### src/rtl/music_sequencer.sv
// music_sequencer: playback controller for the background-music note ROM.
// Walks a latched address window at a fixed step rate, with play/pause/stop
// and looping, and drives a registered note code plus gate.
// Optional articulation gap: define MUSIC_ARTIC_EN to force the gate low for
// the last ARTIC_GAP cycles of each HOLD.
module music_sequencer #(
    parameter int ADDR_W    = 8,
    parameter int DIV_W     = 24,
    parameter int ARTIC_GAP = 16
) (
    input  logic              clk,
    input  logic              rst,
    input  logic              play,
    input  logic              pause,
    input  logic              stop,
    input  logic              loop_en,
    input  logic [ADDR_W-1:0] loop_start,
    input  logic [ADDR_W-1:0] loop_end,
    input  logic [DIV_W-1:0]  step_div,
    output logic [ADDR_W-1:0] rom_addr,
    input  logic [7:0]        rom_note,
    output logic [5:0]        note_out,
    output logic              note_on,
    output logic              step_strobe,
    output logic              playing,
    output logic              paused,
    output logic              done
);

`ifdef MUSIC_ARTIC_EN
    localparam logic ARTIC_EN = 1'b1;
`else
    localparam logic ARTIC_EN = 1'b0;
`endif

    typedef enum logic [2:0] {
        S_IDLE, S_FETCH, S_LATCH, S_HOLD, S_PAUSED, S_DONE
    } state_t;

    state_t            state_q, state_d;
    logic [ADDR_W-1:0] addr_q, addr_d;
    logic [5:0]        note_q, note_d;
    logic [DIV_W-1:0]  cnt_q, cnt_d;
    logic              pend_q, pend_d;
    logic [ADDR_W-1:0] start_lat_q, start_lat_d;
    logic [ADDR_W-1:0] end_lat_q, end_lat_d;
    logic [DIV_W-1:0]  div_lat_q, div_lat_d;
    logic              strobe_q, strobe_d;
    logic              note_on_q, note_on_d;
    logic              playing_q, playing_d;
    logic              paused_q, paused_d;
    logic              done_q, done_d;
    logic [DIV_W-1:0]  div_eff;
    logic              unused_rom_bits;

    // The two top ROM bits carry no meaning for playback.
    assign unused_rom_bits = ^rom_note[7:6];

    // Step-rate clamp, next-state, datapath and registered-output decode.
    always_comb begin
        state_d     = state_q;
        addr_d      = addr_q;
        note_d      = note_q;
        cnt_d       = cnt_q;
        pend_d      = pend_q;
        start_lat_d = start_lat_q;
        end_lat_d   = end_lat_q;
        div_lat_d   = div_lat_q;
        strobe_d    = 1'b0;
        div_eff     = (step_div < DIV_W'(3)) ? DIV_W'(3) : step_div;

        if (stop) begin
            state_d = S_IDLE;
            addr_d  = '0;
            note_d  = '0;
            cnt_d   = '0;
            pend_d  = 1'b0;
        end else begin
            case (state_q)
                S_IDLE, S_DONE: begin
                    if (play && !pause) begin
                        start_lat_d = loop_start;
                        end_lat_d   = loop_end;
                        div_lat_d   = div_eff;
                        addr_d      = loop_start;
                        state_d     = S_FETCH;
                    end
                end
                S_FETCH: begin
                    if (pause) pend_d = 1'b1;
                    state_d = S_LATCH;
                end
                S_LATCH: begin
                    note_d   = rom_note[5:0];
                    cnt_d    = div_lat_q - DIV_W'(3);
                    strobe_d = 1'b1;
                    if (pend_q || pause) begin
                        state_d = S_PAUSED;
                        pend_d  = 1'b0;
                    end else begin
                        state_d = S_HOLD;
                    end
                end
                S_HOLD: begin
                    if (cnt_q == '0) begin
                        // A pause landing on the last HOLD cycle is deferred
                        // to the next LATCH so the step length stays exact.
                        if (addr_q == end_lat_q) begin
                            if (loop_en) begin
                                addr_d  = start_lat_q;
                                state_d = S_FETCH;
                                if (pause) pend_d = 1'b1;
                            end else begin
                                note_d  = '0;
                                state_d = S_DONE;
                            end
                        end else begin
                            addr_d  = addr_q + ADDR_W'(1);
                            state_d = S_FETCH;
                            if (pause) pend_d = 1'b1;
                        end
                    end else begin
                        // The pausing cycle still counts as a HOLD cycle.
                        cnt_d = cnt_q - DIV_W'(1);
                        if (pause) state_d = S_PAUSED;
                    end
                end
                S_PAUSED: begin
                    if (play && !pause) state_d = S_HOLD;
                end
                default: state_d = S_IDLE;
            endcase
        end

        playing_d = (state_d == S_FETCH) || (state_d == S_LATCH) || (state_d == S_HOLD);
        paused_d  = (state_d == S_PAUSED);
        done_d    = (state_d == S_DONE);
        note_on_d = playing_d && (note_d != '0) &&
                    !(ARTIC_EN && (state_d == S_HOLD) && (cnt_d < DIV_W'(ARTIC_GAP)));
    end

    // State and output registers with synchronous reset.
    always_ff @(posedge clk) begin
        if (rst) begin
            state_q     <= S_IDLE;
            addr_q      <= '0;
            note_q      <= '0;
            cnt_q       <= '0;
            pend_q      <= 1'b0;
            start_lat_q <= '0;
            end_lat_q   <= '0;
            div_lat_q   <= '0;
            strobe_q    <= 1'b0;
            note_on_q   <= 1'b0;
            playing_q   <= 1'b0;
            paused_q    <= 1'b0;
            done_q      <= 1'b0;
        end else begin
            state_q     <= state_d;
            addr_q      <= addr_d;
            note_q      <= note_d;
            cnt_q       <= cnt_d;
            pend_q      <= pend_d;
            start_lat_q <= start_lat_d;
            end_lat_q   <= end_lat_d;
            div_lat_q   <= div_lat_d;
            strobe_q    <= strobe_d;
            note_on_q   <= note_on_d;
            playing_q   <= playing_d;
            paused_q    <= paused_d;
            done_q      <= done_d;
        end
    end

    assign rom_addr    = addr_q;
    assign note_out    = note_q;
    assign note_on     = note_on_q;
    assign step_strobe = strobe_q;
    assign playing     = playing_q;
    assign paused      = paused_q;
    assign done        = done_q;

endmodule

### config.mk
export PLATFORM = sky130hd
export DESIGN_NAME = music_sequencer
export DESIGN_NICKNAME = d
export VERILOG_FILES = /design/src/rtl/music_sequencer.sv
export SDC_FILE = /design/constraint.sdc
export NUM_CORES = 1
export LEC_CHECK = 0
export BUFFER_PORTS_ARGS = -buffer_cell sky130_fd_sc_hd__buf_2
export CAP_MARGIN = 20
export CELL_PAD_IN_SITES_DETAIL_PLACEMENT = 1
export CELL_PAD_IN_SITES_GLOBAL_PLACEMENT = 2
export CORE_AREA = 2 2 119 121
export DETAILED_ROUTE_END_ITERATION = 10
export DIE_AREA = 0 0 121 123
export GPL_ROUTABILITY_DRIVEN = 1
export PLACE_DENSITY = 0.8
export SLEW_MARGIN = 20
export SYNTH_ARGS = -nofsm -noshare
export SYNTH_HDL_FRONTEND = slang
export SYNTH_SLANG_ARGS = --single-unit
### constraint.sdc
create_clock -name clk -period 5.6 [get_ports clk]
set_input_delay 1.12 -clock clk [delete_from_list [all_inputs] [get_ports clk]]
set_output_delay 1.12 -clock clk [all_outputs]
set_load 0.05 [all_outputs]
-- After elaboration in Yosys (flattened, before gate mapping)
Cells that the tools add are included.
- output and inout port bits: 19
- word-level logic and storage cells: 81
- bits of input ports: 54
- flip-flop bits (word level): 87
- muxes and demuxes: 29
- $lt $le $gt $ge: 1
- eq/ne operators: 16
- reduce and logical (&&, ||, !) cells: 18
- add/subtract/negate cells: 3
- bitwise operators: 1
- operators with widths (cell ; number):
    24-bit two-way mux ; 2
    24-bit one-hot mux with 2 select lines ; 1
    8-bit two-way mux ; 4
    24-bit logical NOT ; 1
    24-bit by 2-bit less-than comparator with 1-bit output, second input constant ; 1
    3-bit two-way mux ; 8
    6-bit two-way mux ; 4
    24-bit by 1-bit subtractor with 24-bit output, second input constant ; 1
    24-bit by 2-bit subtractor with 24-bit output, second input constant ; 1
    8-bit one-hot mux with 2 select lines ; 1
    3-bit one-hot mux with 5 select lines ; 1
    3-bit by 2-bit == test with 1-bit output, second input constant ; 4
    3-bit == test, second input constant ; 4
    6-bit one-hot mux with 2 select lines ; 1
    8-bit by 1-bit adder with 8-bit output, second input constant ; 1
    8-bit == test ; 1
    2-bit != test, second input constant ; 4
    4-bit AND reduction ; 2
    3-bit by 1-bit == test with 1-bit output, second input constant ; 2
    1-bit two-way mux ; 6
    6-bit nonzero test ; 1
    2-bit nonzero test ; 2
    2-bit OR reduction ; 2
    3-bit logical NOT ; 1
    9 further kinds ; 12

-- Logic depth before layout (Yosys ltp)
Gate-level depths: netlist (run 1).
- depth after elaboration: 9
- gate-level depth with buffers: 9
- mapped depth without buffers: 8

-- Worst setup path before layout (run 1)
OpenSTA, ideal clock, no wires.
- kind: input -> register
- start point: input pause
- end point: register div_lat_q[20]
- buffers on the path: 3
- arrival time: 2.714 ns
- stages: 7
- path slack: 2.753 ns
- data required time: 5.468 ns
- library setup time: 0.132 ns
- cells stage by stage: clkbuf_1 or4_1 or2_2 clkbuf_1 clkbuf_1 nand2_1 a21oi_1
- longest elaborated chain between the ends: 3
- RTL lines (item ; RTL line ; source):
    from (decl) ; 14 ; input logic pause,
    1-bit logical NOT ; 81 ; if (play && !pause) begin
    1-bit logical AND ; 81 ;
    3-bit AND reduction (no line) ; - ;
    to (signal assigned) ; 166 ; div_lat_q <= div_lat_d;
    to (decl) ; 47 ; logic [DIV_W-1:0] div_lat_q, div_lat_d;
No other way between the ends.
A chain may end at the register's enable or synchronous reset.

-- Worst setup path in the final report (run 1)
- start point: register cnt_q[0]
- end point: register addr_q[1] (netlist: rom_addr[1])
- longest elaborated chain between the ends: 3
- RTL lines (item ; RTL line ; source):
    from (decl) ; 43 ; logic [DIV_W-1:0] cnt_q, cnt_d;
    from (signal assigned) ; 162 ; cnt_q <= cnt_d;
    24-bit logical NOT ; 105 ; if (cnt_q == '0) begin
    2-bit != test (no line) ; - ;
    4-bit AND reduction (no line) ; - ;
    to (signal assigned) ; 160 ; addr_q <= addr_d;
    to (decl) ; 41 ; logic [ADDR_W-1:0] addr_q, addr_d;
No other way between the ends.

==> metrics.yaml, run 1 <==
drive_above_1_share_pct: 16.1
worst_hold_slack_ps: 459
antenna_found_initial: 0
dr.pass1.iters: 4
rr_startpoint: "cnt_q[0]"
cts_tree: "built"
grt_pass1_wl_um: 23500
grt_overflow_total: 0
rsz0062_at_grt: "false"
synth_top_cell_by_area: "dfxtp_1"
clock_skew_ps: 7.50
async_reset_ff_share_pct: 0
setup-violations-final: 0
hold_viol: 0
insertion_delay_ps: 350
slowest_stage: "or4_4"
core_area_um2: 13600
grt_max_degree: 45
n_antenna_cell: 0
preCtsSetupSlack_ps: 2610
p_per_area_nw_per_um2: 271
cts_root_buf: "clkbuf_16"
ff2ff_path_depth: 8
clock-sinks: 87
die_height_um: 123
gp_congestion: 0.779
dieArea_um2: 14900
synthCells: 618
critPathKind: "reg2reg"
leakagePower_nw: 2.04
via_count: 4662
worstSetupEndpointType: "flip-flop"
finalMaxSlewViolations: 0
htreeDepth: 3
start_util_pct: 34.2
ys_seq_area_share_pct: 37.4
grt_usage_pct: 19.9
rrSetupSlack_ps: 2640
drc: 0
worst_path_largest_cell_delay_ps: 550
port_buffers: 70
netlist_area_um2: 4650
synth_area_per_cell_um2: 7.53
final.setup.tns_ps: 0
area_growth_pct: 16.3
tightest_slew_ps: 839
fmax_mhz: 337
min-delay-path-class: "reg2reg"
netlist.area_leader.share_pct: 37.4
ios: 73
row_count: 43
nNetsFinal: 724
ir_worst_vdd_mv: 0.134
cts_made_buffers: 9
syn_nets: 675
synth_edf_count: 0
status: "finished clean"
finalCritPeriodShare_pct: 52.9
critPathArrivalTime_ps: 3240
cts_resized: 0
final_antenna_net_count: 0
fin_ws_ps: 2640
yosys_warnings: 0
cts_buffer_depth: 2
start_kind: "flip-flop"
maxSlewHeadroom_pct: 43.7
totalWireLength_um: 14100
post_cts_buffers: 0
ys.flop_type: "dfxtp_1"
synth_area_leaders: "dfxtp_1, nand2_1, a21oi_1, o21ai_0, xnor2_1"
drv_cap: 0
hold_depth: 2
worst_hold_startpoint: "start_lat_q[4]"
r2r_end: "rom_addr[1]"
wl_per_cell_um: 16.6
clkTransAtPathRegs_ps: 60
die_w_um: 121
min_to: "start_lat_q[4]"
vias_per_cell: 5.48
ys_ff_latch: 87
grt_pass1_vias: 4606
required_ps: 5880
cp_max_fo: 16
cp_cell_sequence: "inv_1, ha_1, nor3b_1, nand4_1, or4_4, o21ai_4, o211ai_1, o22ai_2"
min_period_ps: 2960
post_cts_hold_buffer_count: 0
synth_cell_type_count: 60
hpwlAfterDp_um: 10100
drt_iter0_markers: 178
-- sequential cells by signal, summed over array words and instances (netlist names) --
| register | flops |
|---|---|
| div_lat_q | 24 |
| rom_addr | 8 |
| playing | 1 |
| end_lat_q | 8 |
| pend_q | 1 |
| done | 1 |
| note_on | 1 |
| note_out | 6 |
| paused | 1 |
| cnt_q | 24 |
| step_strobe | 1 |
| state_q | 3 |
| start_lat_q | 8 |
-- synth_stat cells (all sizes together) (3+ instances only) --
cell and number:
a211o 3, a211oi 6, a21oi 74, a22oi 3
a31oi 11, and2 3, clkbuf 37, dfxtp 87
ha 3, inv 5, nand2 123, nand2b 5
nand3 11, nand4 6, nor2 38, nor2b 4
nor3 25, nor4 20, o211ai 10, o21ai 46
o22a 3, o22ai 6, o31a 3, o31ai 4
or2 3, or3 6, or4 13, xnor2 17
xor2 14
-- per-stage QoR --
step,utilization [%],instance area (um2),power [mW],cells
after global routing,39.8,5410,1.54,851
final,39.8,5410,1.47,851
after CTS,39.8,5410,1.49,851
after global placement,37.6,5120,0.869,836
after detailed placement,37.6,5120,0.876,836
after floorplan,-,4650,0.805,618
-- critical path: cells and delay by family (launching register included) --
family | cells | cell delay, ps
DFF | 1 | 350
adders and majority gates | 1 | 200
buffers and inverters | 1 | 70
and+or+nand+nor | 3 | 1470
AOI/OAI and AO/OA | 3 | 810
-- final cells by class --
cell class / instances / area, um2
Timing Repair Buffer: 77 / 403
Inverter: 5 / 18.8
Clock inverter: 3 / 43.8
Fill cell: 1696 / 8200
Clock buffer: 12 / 246
Tap cell: 180 / 225
Multi-Input combinational cell: 487 / 2730
Sequential cell: 87 / 1740
-- metal layers --
metal | up-vias | track usage (%) | share of wire [%]
met5 | - | 0 | 0
met4 | 0 | 6.03 | 1.4
met3 | 11 | 3.18 | 4.4
met2 | 99 | 31.6 | 45
met1 | 2228 | 27.7 | 49
li1 | 2324 | - | -
-- placed cells by master, fill, tap and decap left out, types with 4 or more instances in the layout --
cell type  netlist  routed
a211oi_1         6       6
clkbuf_16        0       9
or3_1            5       5
nor3_1          25      25
a21oi_1         74      74
buf_2            0      70
nor4_1          19      19
xnor2_1         17      17
nand2_1        123     123
o22ai_1          4       4
o21ai_0         45      45
nand3_1         11      11
buf_4            0       7
nand4_1          6       6
inv_1            5       5
dfxtp_1         87      87
xor2_1          14      14
nand2b_1         5       5
nor2_1          37      36
o211ai_1        10      10
nor2b_1          4       4
a31oi_1         11      11
or4_1           11      11
-- cells by family (layout without fill, tap and decap cells) --
kind of cell / after synthesis / count (layout) / share of synthesized area, %
buf+inv: 44 / 97 / 3.87
xor+xnor: 31 / 31 / 5.84
compound gates: 187 / 187 / 24.6
flops: 87 / 87 / 37.4
fa+ha+maj: 3 / 3 / 0.807
simple gates: 265 / 265 / 27.2
mux: 1 / 1 / 0.242
-- where the power goes --
group | switching (mW) | total, mW | internal, mW
combinational | 0.136 | 0.215 | 0.0786
sequential | 0.0158 | 0.648 | 0.632
clock | 0.246 | 0.602 | 0.356
-- worst max path at each step --
stage	start	to	slack [ps]	depth (start not counted)
floorplan	pause	div_lat_q[20]	2750	7
global placement	pause	div_lat_q[0]	2650	7
detailed placement	pause	div_lat_q[0]	2610	7
CTS	cnt_q[1]	rom_addr[1]	2620	8
global route	cnt_q[0]	rom_addr[1]	2360	8
finish	cnt_q[0]	rom_addr[1]	2640	8
Power figures use the tool's default switching activity.
==> run 2: changes to the inputs <==
CORE_AREA = 2 2 130 132   (was 2 2 119 121)
DIE_AREA = 0 0 132 134   (was 0 0 121 123)
PLACE_DENSITY = 0.71   (was 0.8)
clock period = 2.4 ns   (was 5.6 ns; I/O delays follow)
==> run 2 against run 1 <==
- setup slack got worse by 2600 ps
- routed wire length rose by 17%
- first-iteration DRC count rose by 7.9%
- cell area rose by 15%
- non-clock buffer count rose by 72
- maximum frequency rose by 27%
- critical path depth fell by 1
- utilization fell by 1.6 points
- largest power group is now clock
- count of clock-buffer cells in the layout fell by 1
- via count rose by 7.3%
- combinational power rose to 3.0 times the previous value
==> metrics.yaml, run 2 (synthesized netlist as in run 1, its figures left out) <==
multiInputGateArea_um2: 2820
largestRegisters: "cnt_q: 24 flops, div_lat_q: 24 flops"
cts_made_buffers: 9
htreeDepth: 3
final_antenna_net_count: 0
fin_area_um2: 6210
area_growth_pct: 33.6
min_to: "end_lat_q[7]"
via_count: 5003
insertion_delay_ps: 350
maxSlewHeadroom_pct: 57.0
gp_congestion: 0.854
vias_per_cell: 5.19
min_period_ps: 2330
finalCritPeriodShare_pct: 97.2
status: "finished clean"
start_kind: "flip-flop"
core_area_um2: 16300
totalWireLength_um: 16600
grt_overflow_total: 0
drc: 0
die_height_um: 134
critPathArrivalTime_ps: 2540
final_cell_mix: "nand2_1, dfxtp_1, buf_4, a21oi_1, buf_2"
power_mw: 3.80
setup-violations-final: 0
rr_startpoint: "div_lat_q[13]"
cts_root_buf: "clkbuf_16"
port_buffers: 70
fin_util_pct: 38.2
hpwlAfterDp_um: 12300
final_common_cell: "nand2_1"
grt_max_degree: 41
final.setup.tns_ps: 0
n_antenna_cell: 0
drt_iter0_markers: 192
finalMaxSlewViolations: 0
cts_tree: "built"
dr.pass1.iters: 4
worst_hold_slack_ps: 371
nNetsFinal: 796
hold_depth: 3
rrSetupSlack_ps: 70
final_cells: 964
fin_ws_ps: 68.3
grt_pass1_vias: 5204
cts_buffer_depth: 2
leakagePower_nw: 2.46
grt_usage_pct: 18.9
place_inst: 940
ff2ff_path_depth: 7
hold_viol: 0
drv_cap: 0
start_util_pct: 28.6
preCtsSetupSlack_ps: 43.8
fill_cells: 2012
r2r_end: "cnt_q[21]"
cp_max_fo: 2
die_w_um: 132
dieArea_um2: 17700
clock_skew_ps: 9.08
clock-sinks: 87
rsz0062_at_grt: "true"
drive_above_1_share_pct: 26.6
seq_area_um2: 1740
fmax_mhz: 429
clkTransAtPathRegs_ps: 70
wl_per_cell_um: 17.2
required_ps: 2610
worstSetupEndpointType: "flip-flop"
ir_worst_vdd_mv: 0.320
placed_area_um2: 5690
row_count: 47
tightest_slew_ps: 645
critPathKind: "reg2reg"
ios: 73
antenna_found_initial: 0
grt_pass1_wl_um: 26800
worst_hold_startpoint: "loop_end[7]"
p_per_area_nw_per_um2: 612
min-delay-path-class: "in2reg"
-- run 2: cell types whose count changed in the layout (fill, tap and decap cells not counted), sizes merged --
cell	delta
clkinvlp	+2
clkinv	-2
buf	+71
bufinv	+2
-- run 2: routing by layer --
layer	GRT usage, %	vias to the layer above	routed length (um)
li1	-	2478	-
met1	25.1	2422	7980
met2	31.0	83	7680
met3	2.80	20	589
met4	7.25	0	312
met5	0	-	0
-- run 2: cell type report --
type | count | area share (%)
Clock buffer | 11 | 3.91
Sequential cell | 87 | 28.0
Multi-Input combinational cell | 487 | 45.4
Timing Repair Buffer | 149 | 16.2
Clock inverter | 5 | 1.69
Tap cell | 220 | 4.43
Inverter | 5 | 0.302
-- run 2: worst max-delay path by stage --
stage | start | endpoint | slack [ps]
after floorplan | cnt_q[16] | rom_addr[0] | 10
after global placement | div_lat_q[13] | cnt_q[23] | 50
after detailed placement | div_lat_q[13] | cnt_q[21] | 40
after CTS | cnt_q[1] | note_on | 8
after global routing | div_lat_q[13] | cnt_q[23] | -20
final | div_lat_q[13] | cnt_q[21] | 70
-- run 2: what timing repair did --
action	CTS	global route
setup endpoints to repair	1	25
hold buffers	0	0
cloned	0	1
buffers inserted	3	5
endpoints found under the hold margin	0	0
pin swaps	0	7
resized for setup	0	24
-- run 2: worst max-delay path, stage by stage, from the launching register on --
cell,delay [ps]
dfxtp_2,320
or4_4,520
or4_4,430
or4_4,450
buf_6,150
xnor2_2,120
a21oi_2,140
a21oi_2,70
-- run 2: report_power, final --
group,total (mW),internal [mW],switching (mW),leakage [nW]
Sequential,1.51,1.48,0.0301,0.705
Combinational,0.639,0.276,0.362,1.60
Clock,1.66,1.05,0.612,0.162
Total,3.80,2.80,1.00,2.46
==> run 3: changes to the inputs <==
GPL_TIMING_DRIVEN = 0   (was default)
==> run 3 against run 2 <==
- the flow now finishes with violations (setup timing)
- critical path depth is 1 lower
- utilization is 1.8 points lower
- first-iteration DRC count shrank 20%
- setup slack got worse by 150 ps
- via count is 2.5% lower
- count of clock-buffer cells in the layout increased by 1
- final cell count fell by 3.0%
- global-route usage increased by 0.96 points
- non-clock buffer count fell by 29
- routed wire length is 3.5% higher
- sequential share of layout area grew 1.6 points
- critical endpoint is now cnt_q[23]
==> metrics.yaml, run 3 (synthesized netlist as in run 1, its figures left out) <==
clock_skew_ps: 7.81
start_util_pct: 28.6
path_common_cell: "or4_4"
grt_overflow_total: 0
drv_cap: 0
post_cts_hold_buffer_count: 0
insertion_delay_ps: 350
ir_worst_vdd_mv: 0.339
final_antenna_net_count: 0
largestRegisters: "cnt_q: 24 flops, div_lat_q: 24 flops"
tightest_slew_ps: 782
drive_above_1_share_pct: 22.8
nNetsFinal: 767
row_count: 47
start_kind: "flip-flop"
power_mw: 3.61
final_common_cell: "nand2_1"
cp_cell_sequence: "or4_4, or4_4, or4_4, o31a_1, o21ai_2, a21oi_1"
cts_buffer_depth: 2
finalCritPeriodShare_pct: 103
grt_max_degree: 15
drt_iter0_markers: 153
critPathKind: "reg2reg"
setup-violations-final: 1
die_height_um: 134
required_ps: 2610
min-delay-path-class: "in2reg"
cts_made_buffers: 9
violations: "setup timing"
htreeDepth: 3
vias_per_cell: 5.22
slowest_stage: "or4_4"
worst_path_largest_cell_delay_ps: 530
cp_max_fo: 7
drc: 0
core_area_um2: 16300
antenna_found_initial: 0
final_cells: 935
grt_pass1_wl_um: 27900
rsz0062_at_grt: "true"
path_buf_inv: 0
totalWireLength_um: 17100
place_inst: 906
fmax_mhz: 403
gp_congestion: 0.811
port_buffers: 68
via_count: 4878
grt_pass1_vias: 5144
area_growth_pct: 27.3
fin_ws_ps: -82.7
grt_usage_pct: 19.8
wl_per_cell_um: 18.3
placed_area_um2: 5270
hpwlAfterDp_um: 12800
n_antenna_cell: 0
dieArea_um2: 17700
clkTransAtPathRegs_ps: 70
cts_tree: "built"
fin_util_pct: 36.4
hold_viol: 0
finalMaxSlewViolations: 0
status: "finished with violations"
final_cell_mix: "nand2_1, dfxtp_1, a21oi_1, buf_2, o21ai_0"
leakagePower_nw: 2.25
min_period_ps: 2480
p_per_area_nw_per_um2: 610
worst_hold_slack_ps: 363
fin_area_um2: 5920
critPathArrivalTime_ps: 2690
die_w_um: 132
ios: 73
worstSetupEndpointType: "flip-flop"
cp_top_family: "simple AND/OR/NAND/NOR gates"
clock-sinks: 87
cts_root_buf: "clkbuf_16"
dr.pass1.iters: 4
maxSlewHeadroom_pct: 47.4
==> run 3: changes by cell type in the layout (fill, tap and decap cells not counted), sizes merged <==
cell | previous run | this run
buf | 148 | 87
bufinv | 3 | 1
clkbuf | 12 | 45
clkinv | 0 | 1
clkinvlp | 2 | 1
inv | 5 | 6
==> run 3: power breakdown <==
part	total [mW]	switching, mW	internal (mW)
clock network	1.51	0.617	0.895
logic	0.588	0.352	0.236
registers	1.51	0.0402	1.47
==> run 3: through the flow <==
stage,setup slack (ps),setup TNS [ps]
final,-82.7,-82.7
after global routing,-124,-223
after CTS,-96.7,-96.7
after detailed placement,-822,-23900
after global placement,-734,-20930
after floorplan,10.9,0
==> run 3: final cells by class <==
type | count | area, um2
fill | 2025 | 10400
multi-input combinational | 487 | 2910
sequential | 87 | 1760
timing repair buffer | 86 | 492
tap | 220 | 275
clock buffer | 12 | 267
buffer | 34 | 155
clock inverter | 4 | 51.3
inverter | 5 | 18.8
==> run 3: worst register-to-register path: cells and delay by family (launching register included) <==
| family | cells | cell delay, ps |
|---|---|---|
| and+or+nand+nor | 3 | 1440 |
| AOI/OAI and AO/OA | 3 | 530 |
| DFF | 1 | 360 |
==> run 3: metal layers <==
layer / part of all wire, % / vias to the layer above / track usage (%)
met1: 49 / 2366 / 26.5
met4: 1.3 / 0 / 6.34
met5: 0 / - / 0
met3: 3.7 / 16 / 2.68
met2: 46 / 87 / 33.3
li1: - / 2409 / -
==> run 3: final timing paths <==
path / start / end / slack [ps] / cells past startpoint
worst max-delay path: div_lat_q[13] / cnt_q[23] / -80 / 6
worst min-delay path: loop_end[7] / end_lat_q[7] / 360 / 3
worst min register to register: start_lat_q[4] / start_lat_q[4] / 460 / 2
worst max register to register: div_lat_q[13] / cnt_q[23] / -80 / 6
==> run 3: what timing repair did <==
item / 4_1_cts / 5_1_grt
endpoints found under the setup margin: 82 / 44
resized for setup: 40 / 25
pin swaps: 9 / 7
hold endpoints to repair: 0 / 0
setup buffers: 12 / 6
